==> src/rtl/adder_tree_term_loader.sv <==
// Producer end of the pipelined fp32 adder tree: packs a scalar stream into
// a term vector, launches it, tracks the fixed tree latency, queues sums.
//
// Ports:
//   clk, rst                       clock, async active-high reset
//   s_tvalid/s_tready/s_tdata/s_tlast  input term stream
//   terms, terms_valid             vector to the tree, launch pulse
//   tree_sum                       tree output S (no valid of its own)
//   m_tvalid/m_tready/m_tdata      output sum FIFO head
module adder_tree_term_loader #(
  parameter int NUM_ELEMENTS = 52,
  parameter int DATA_WIDTH   = 32,
  parameter int TREE_LATENCY = 8,
  parameter int OUT_DEPTH    = 4
) (
  input  logic clk,
  input  logic rst,
  input  logic s_tvalid,
  output logic s_tready,
  input  logic [DATA_WIDTH-1:0] s_tdata,
  input  logic s_tlast,
  output logic [NUM_ELEMENTS-1:0][DATA_WIDTH-1:0] terms,
  output logic terms_valid,
  input  logic [DATA_WIDTH-1:0] tree_sum,
  output logic m_tvalid,
  input  logic m_tready,
  output logic [DATA_WIDTH-1:0] m_tdata
);

  localparam int IW = $clog2(NUM_ELEMENTS);
  localparam int CW = $clog2(OUT_DEPTH + 1);
  localparam int AW = (OUT_DEPTH > 1) ? $clog2(OUT_DEPTH) : 1;

  typedef enum logic {
    FILL,
    LAUNCH
  } state_t;

  state_t state, state_d;

  logic [IW-1:0] idx;
  logic [TREE_LATENCY-1:0] lat;
  logic [DATA_WIDTH-1:0] mem [OUT_DEPTH];
  logic [AW-1:0] wr_ptr, rd_ptr;
  logic [CW-1:0] count;
  logic [CW-1:0] ones;
  logic [CW-1:0] outstanding;

  logic accept;
  logic last_slot;
  logic done_beat;
  logic can_launch;
  logic push;
  logic pop;

  assign s_tready  = (state == FILL) && !rst;
  assign accept    = s_tvalid && s_tready;
  assign last_slot = (idx == IW'(NUM_ELEMENTS - 1));
  assign done_beat = accept && (s_tlast || last_slot);

  // Sums still inside the tree plus sums waiting in the FIFO.
  always_comb begin
    ones = '0;
    for (int i = 0; i < TREE_LATENCY; i++)
      ones = ones + CW'(lat[i]);
  end

  assign outstanding = ones + count;
  assign can_launch  = (outstanding < CW'(OUT_DEPTH));

  always_comb begin
    state_d     = state;
    terms_valid = 1'b0;
    unique case (state)
      FILL: begin
        if (done_beat)
          state_d = LAUNCH;
      end
      LAUNCH: begin
        if (can_launch) begin
          terms_valid = 1'b1;
          state_d     = FILL;
        end
      end
      default: state_d = FILL;
    endcase
  end

  always_ff @(posedge clk or posedge rst) begin
    if (rst) begin
      state <= FILL;
      idx   <= '0;
    end else begin
      state <= state_d;
      if (accept)
        idx <= done_beat ? '0 : idx + 1'b1;
    end
  end

  // A short vector pads the remaining slots with +0.0 on its last beat.
  always_ff @(posedge clk or posedge rst) begin
    if (rst) begin
      terms <= '0;
    end else if (accept) begin
      for (int i = 0; i < NUM_ELEMENTS; i++) begin
        if (IW'(i) == idx)
          terms[i] <= s_tdata;
        else if (s_tlast && (IW'(i) > idx))
          terms[i] <= '0;
      end
    end
  end

  // Tag travels alongside each launched vector; the tap marks S valid.
  always_ff @(posedge clk or posedge rst) begin
    if (rst)
      lat <= '0;
    else
      lat <= {lat[TREE_LATENCY-2:0], terms_valid};
  end

  assign push     = lat[TREE_LATENCY-1];
  assign m_tvalid = (count != '0);
  assign pop      = m_tvalid && m_tready;
  assign m_tdata  = m_tvalid ? mem[rd_ptr] : '0;

  always_ff @(posedge clk) begin
    if (push)
      mem[wr_ptr] <= tree_sum;
  end

  always_ff @(posedge clk or posedge rst) begin
    if (rst) begin
      wr_ptr <= '0;
      rd_ptr <= '0;
      count  <= '0;
    end else begin
      if (push)
        wr_ptr <= (wr_ptr == AW'(OUT_DEPTH - 1))
                  ? '0 : wr_ptr + 1'b1;
      if (pop)
        rd_ptr <= (rd_ptr == AW'(OUT_DEPTH - 1))
                  ? '0 : rd_ptr + 1'b1;
      count <= count + CW'(push) - CW'(pop);
    end
  end

  full_push_a : assert property (
    @(posedge clk) disable iff (rst)
    !(push && (count == CW'(OUT_DEPTH)))
  );

endmodule
==> config.mk <==
export PLATFORM = sky130hd
export DESIGN_NAME = adder_tree_term_loader
export DESIGN_NICKNAME = d
export VERILOG_FILES = /design/src/rtl/adder_tree_term_loader.sv
export SDC_FILE = /design/constraint.sdc
export NUM_CORES = 2
export LEC_CHECK = 0
export CAP_MARGIN = 20
export CELL_PAD_IN_SITES_DETAIL_PLACEMENT = 1
export CELL_PAD_IN_SITES_GLOBAL_PLACEMENT = 2
export CORE_AREA = 2 2 698 700
export CTS_CLUSTER_SIZE = 20
export DETAILED_ROUTE_END_ITERATION = 10
export DIE_AREA = 0 0 700 702
export PLACE_DENSITY = 0.43
export SYNTH_ARGS = -nofsm -noshare
export SYNTH_HDL_FRONTEND = slang
export SYNTH_SLANG_ARGS = --single-unit
export TNS_END_PERCENT = 5
==> constraint.sdc <==
create_clock -name clk -period 126.6 [get_ports clk]
set_input_delay 25.32 -clock clk [delete_from_list [all_inputs] [get_ports clk]]
set_output_delay 25.32 -clock clk [all_outputs]
set_load 0.005 [all_outputs]
==> results by group <==
Routing
  • 1st-iter DRT viols: 3642
  • Via-to-Cell Ratio: 3.96
  • DRC: 0
  • First-pass iteration count of the detailed router: 5
  • Vias: 53949
  • Length of routed met2 wiring: 225 mm
  • Topmost layer with routed signal wires: met5
  • Wire length on met1: 183 mm
  • Total routed wirelength: 458 mm
  • WL/cell: 33.6 um
  • Routed wl met3: 32.8 mm
  • Residual antenna-violating net count after detailed routing: 0

Floorplan
  • Num rows: 256
  • Overall die area: 491000 um^2
  • Floorplan die width: 700 um
  • Top-level port count: 1768
  • Initial core utilization: 0.143
  • Height of the die: 702 um
  • Core box area: 484000 um^2

Synthesis
  • Synth top area share: 0.607
  • Syn Nets: 5440
  • Number of enable flip-flop cells after synthesis: 128
  • Compound-cell area share of the yosys netlist: 0.169
  • Dominant combinational cell family by area after synthesis: compound AO/OA/AOI/OAI gates
  • Post-synthesis register bit count: 1814
  • Count of cell types in the netlist: 67
  • Sequential share of the synthesized area: 0.663
  • Xor/xnor cell area share of the yosys netlist: 0.000883
  • Fraction of synthesized area in multiplexers: 0.0620
  • Most frequently used flop master after synthesis: sky130_fd_sc_hd__dfrtp_1
  • Synthesized-area fraction occupied by and/or/nand/nor cells: 0.0491
  • YS warnings: 0
  • Cells taking the most area after synthesis: sky130_fd_sc_hd__dfrtp_1, sky130_fd_sc_hd__a22o_1, sky130_fd_sc_hd__edfxtp_1, sky130_fd_sc_hd__mux2i_1, sky130_fd_sc_hd__nand2_1
  • Cell area after synthesis: 69500 um^2
  • Cells after Synth: 5353
  • Fraction of the mapped netlist area in adder cells: 0.00367
  • Post-synthesis average cell area: 13.0 um^2
  • Share of synthesized registers carrying an async set or reset: 0.929
  • Cell taking the most area after synthesis: sky130_fd_sc_hd__dfrtp_1

STA
  • Clk_skew: 62.6 ps
  • Tmin final: 52020 ps
  • Max-Slew Margin vs Limit: 0.204
  • Setup repair after global routing missed its margin: no
  • Post-Route Setup TNS: 0 ps
  • Final Max Tran Viols: 0
  • Achievable frequency: 0.0192 GHz
  • Final Cycle Share: 0.411
  • Pin slew with the least headroom to its limit: 1190 ps
  • Number of failing setup endpoints in the final timing report: 0
  • Number of endpoints with negative hold slack in the final report: 0

Clock tree
  • Clock latency on the worst-skew pair: 950 ps
  • Post-cts hold buffer count: 0
  • Clock Tree Buf Depth: 4
  • Clock root buffer master: sky130_fd_sc_hd__clkbuf_16
  • Setup repair bufs after CTS: 0
  • CTS H-Tree Depth: 4
  • Post-cts resize count: 0
  • TritonCTS clock tree: done
  • Clock sinks: 1814
  • Clock transition at the registers of the reported paths: 60 ps
  • TritonCTS Buffers: 237

Finish
  • Utilization after layout: 0.212
  • Commonest non-fill, non-tap cell in the layout: sky130_fd_sc_hd__clkdlybuf4s50_1
  • Highest-count cells in the layout ignoring fill and taps: sky130_fd_sc_hd__clkdlybuf4s50_1, sky130_fd_sc_hd__dfrtp_1, sky130_fd_sc_hd__a22o_1
  • Fill cell total of the finished layout: 53762
  • Final net count: 7058
  • Proportion of layout cells with a drive suffix above 1: 0.108
  • Final std cells w/o fill: 13639
  • Area added between synthesis and finish: 48.1%

Pwr
  • Maximum ir drop on the vdd rail: 13.1 uV
  • Total power divided by cell area: 15.5 nW/um^2
  • Leak: 42.1 nW
  • Final Total Pwr: 1.60 mW

Global route
  • Combined global-route utilization of all metal layers: 0.179
  • Congestion Overflow GR: 0
  • Pin count of the biggest net entering global routing: 162
  • First-pass GRT wire length: 592 mm
  • Initial antenna violation count: 54
  • Number of global-route vias before repair: 56908

Critical path
  • Worst endpoint data arrival time: 26700 ps
  • Origin of the critical flop-to-flop path: idx[0]$_DFFE_PP0P_
  • Data required time of the worst path: 101280 ps
  • Crit. Startpoint: rst
  • Type of destination of the critical path: output port
  • Maximum fanout along the worst path: 9
  • Slack of the worst reg-to-reg path: 122360 ps
  • Startpoint types: input pin
  • Category of the critical setup timing path: input pin to output port

Placement
  • Quantity of I/O buffers inserted on ports: 1767
  • Placed instance count: 13179
  • Weighted congestion reported at the end of routability-driven placement: 0.753
  • Detailed placement HPWL: 304 mm

Hold path
  • Critical hold path startpoint: lat[6]$_DFF_PP0_
  • Class of the tightest hold or removal check: flop to flop

Status
  • Result of the run: finished, final reports clean

Flow run
  • Max_cap viols: 0
## synth_stat cells (3+ instances only)
| cell type | count |
|---|---|
| sky130_fd_sc_hd__a21oi_1 | 17 |
| sky130_fd_sc_hd__mux2_2 | 34 |
| sky130_fd_sc_hd__o21ai_0 | 170 |
| sky130_fd_sc_hd__buf_1 | 44 |
| sky130_fd_sc_hd__buf_2 | 57 |
| sky130_fd_sc_hd__o22ai_4 | 3 |
| sky130_fd_sc_hd__nand2_1 | 632 |
| sky130_fd_sc_hd__clkbuf_1 | 445 |
| sky130_fd_sc_hd__nor4_2 | 3 |
| sky130_fd_sc_hd__a21o_1 | 10 |
| sky130_fd_sc_hd__mux4_2 | 32 |
| sky130_fd_sc_hd__mux2i_1 | 320 |
| sky130_fd_sc_hd__a22o_1 | 1153 |
| sky130_fd_sc_hd__nand4bb_1 | 7 |
| sky130_fd_sc_hd__o2bb2ai_4 | 3 |
| sky130_fd_sc_hd__nor3_2 | 5 |
| sky130_fd_sc_hd__nand2b_1 | 4 |
| sky130_fd_sc_hd__a21oi_2 | 3 |
| sky130_fd_sc_hd__o21ai_1 | 4 |
| sky130_fd_sc_hd__ha_1 | 14 |
| sky130_fd_sc_hd__fa_1 | 4 |
| sky130_fd_sc_hd__inv_1 | 338 |
| sky130_fd_sc_hd__dfrtp_1 | 1686 |
| sky130_fd_sc_hd__buf_4 | 14 |
| sky130_fd_sc_hd__nor3_1 | 7 |
| sky130_fd_sc_hd__nand4b_1 | 3 |
| sky130_fd_sc_hd__xor2_1 | 3 |
| sky130_fd_sc_hd__edfxtp_1 | 128 |
| sky130_fd_sc_hd__o31ai_1 | 33 |
| sky130_fd_sc_hd__and3_1 | 6 |
| sky130_fd_sc_hd__xnor2_1 | 4 |
| sky130_fd_sc_hd__nand3_1 | 12 |
| sky130_fd_sc_hd__nor2b_1 | 4 |
| sky130_fd_sc_hd__or4b_1 | 3 |
| sky130_fd_sc_hd__or3_1 | 4 |
| sky130_fd_sc_hd__o22ai_1 | 3 |
| sky130_fd_sc_hd__and2_1 | 38 |
| sky130_fd_sc_hd__buf_6 | 15 |
| sky130_fd_sc_hd__nor2_1 | 49 |
## power breakdown
part	switching (mW)	internal, mW	total (mW)
Clock	0.291	0.406	0.697
Combinational	0.151	0.108	0.258
Sequential	0.0225	0.619	0.642
Total	0.464	1.13	1.60
## metrics by stage
stage | worst slack, ps | hold slack [ps] | cell area [um^2]
3_3_place_gp | 74490 | 362 | 94900
4_1_cts | 74520 | 377 | 103000
3_5_place_dp | 74530 | 363 | 94900
6_report | 74580 | 373 | 103000
2_1_floorplan | 53270 | 354 | 69500
5_1_grt | 74510 | 387 | 103000
## cell type report
type / count / area, um^2 / area share
Multi-Input combinational cell: 2625 / 20400 / 0.198
Timing Repair Buffer: 1954 / 19100 / 0.186
Antenna cell: 23 / 57.6 / 0.000559
Clock inverter: 88 / 971 / 0.00943
Sequential cell: 1814 / 46000 / 0.447
Inverter: 339 / 1280 / 0.0124
Tap cell: 6450 / 8070 / 0.0784
Clock buffer: 346 / 6920 / 0.0673
## worst max-delay path, cell delays in order
cell	delay [ps]
sky130_fd_sc_hd__clkdlybuf4s50_1	410
sky130_fd_sc_hd__buf_4	230
sky130_fd_sc_hd__nor2_1	170
sky130_fd_sc_hd__clkdlybuf4s50_1	560
## flip-flops by register name, indices dropped and copies added, names as in the netlist
register,flops
terms,1664
mem,128
lat,8
idx,6
count,3
rd_ptr,2
wr_ptr,2
state,1
## layer usage
metal	global-route usage	up-vias
met1	0.212	29227
li1	-	22122
met4	0.0599	4
met2	0.309	2053
met3	0.0528	543
met5	0	-
## final timing paths
| kind | end | depth (start not counted) |
|---|---|---|
| min in group asynchronous | terms[349]$_DFFE_PP0P_ | 3 |
| max in group asynchronous | terms[1504]$_DFFE_PP0P_ | 7 |
| min reg2reg | lat[7]$_DFF_PP0_ | 0 |
| max | s_tready | 4 |
| min | lat[7]$_DFF_PP0_ | 0 |
| max reg2reg | terms[990]$_DFFE_PP0P_ | 8 |
## cells by family (layout without fill, tap and decap cells)
kind of cell | count (synthesis) | after routing
AOI/OAI and AO/OA | 1417 | 1417
xor gates and xnor gates | 7 | 7
adders and majority gates | 18 | 18
buffers and inverters | 914 | 2727
DFF | 1814 | 1814
muxes | 386 | 386
other | 0 | 23
and+or+nand+nor | 797 | 797
Power figures use the tool's default switching activity.
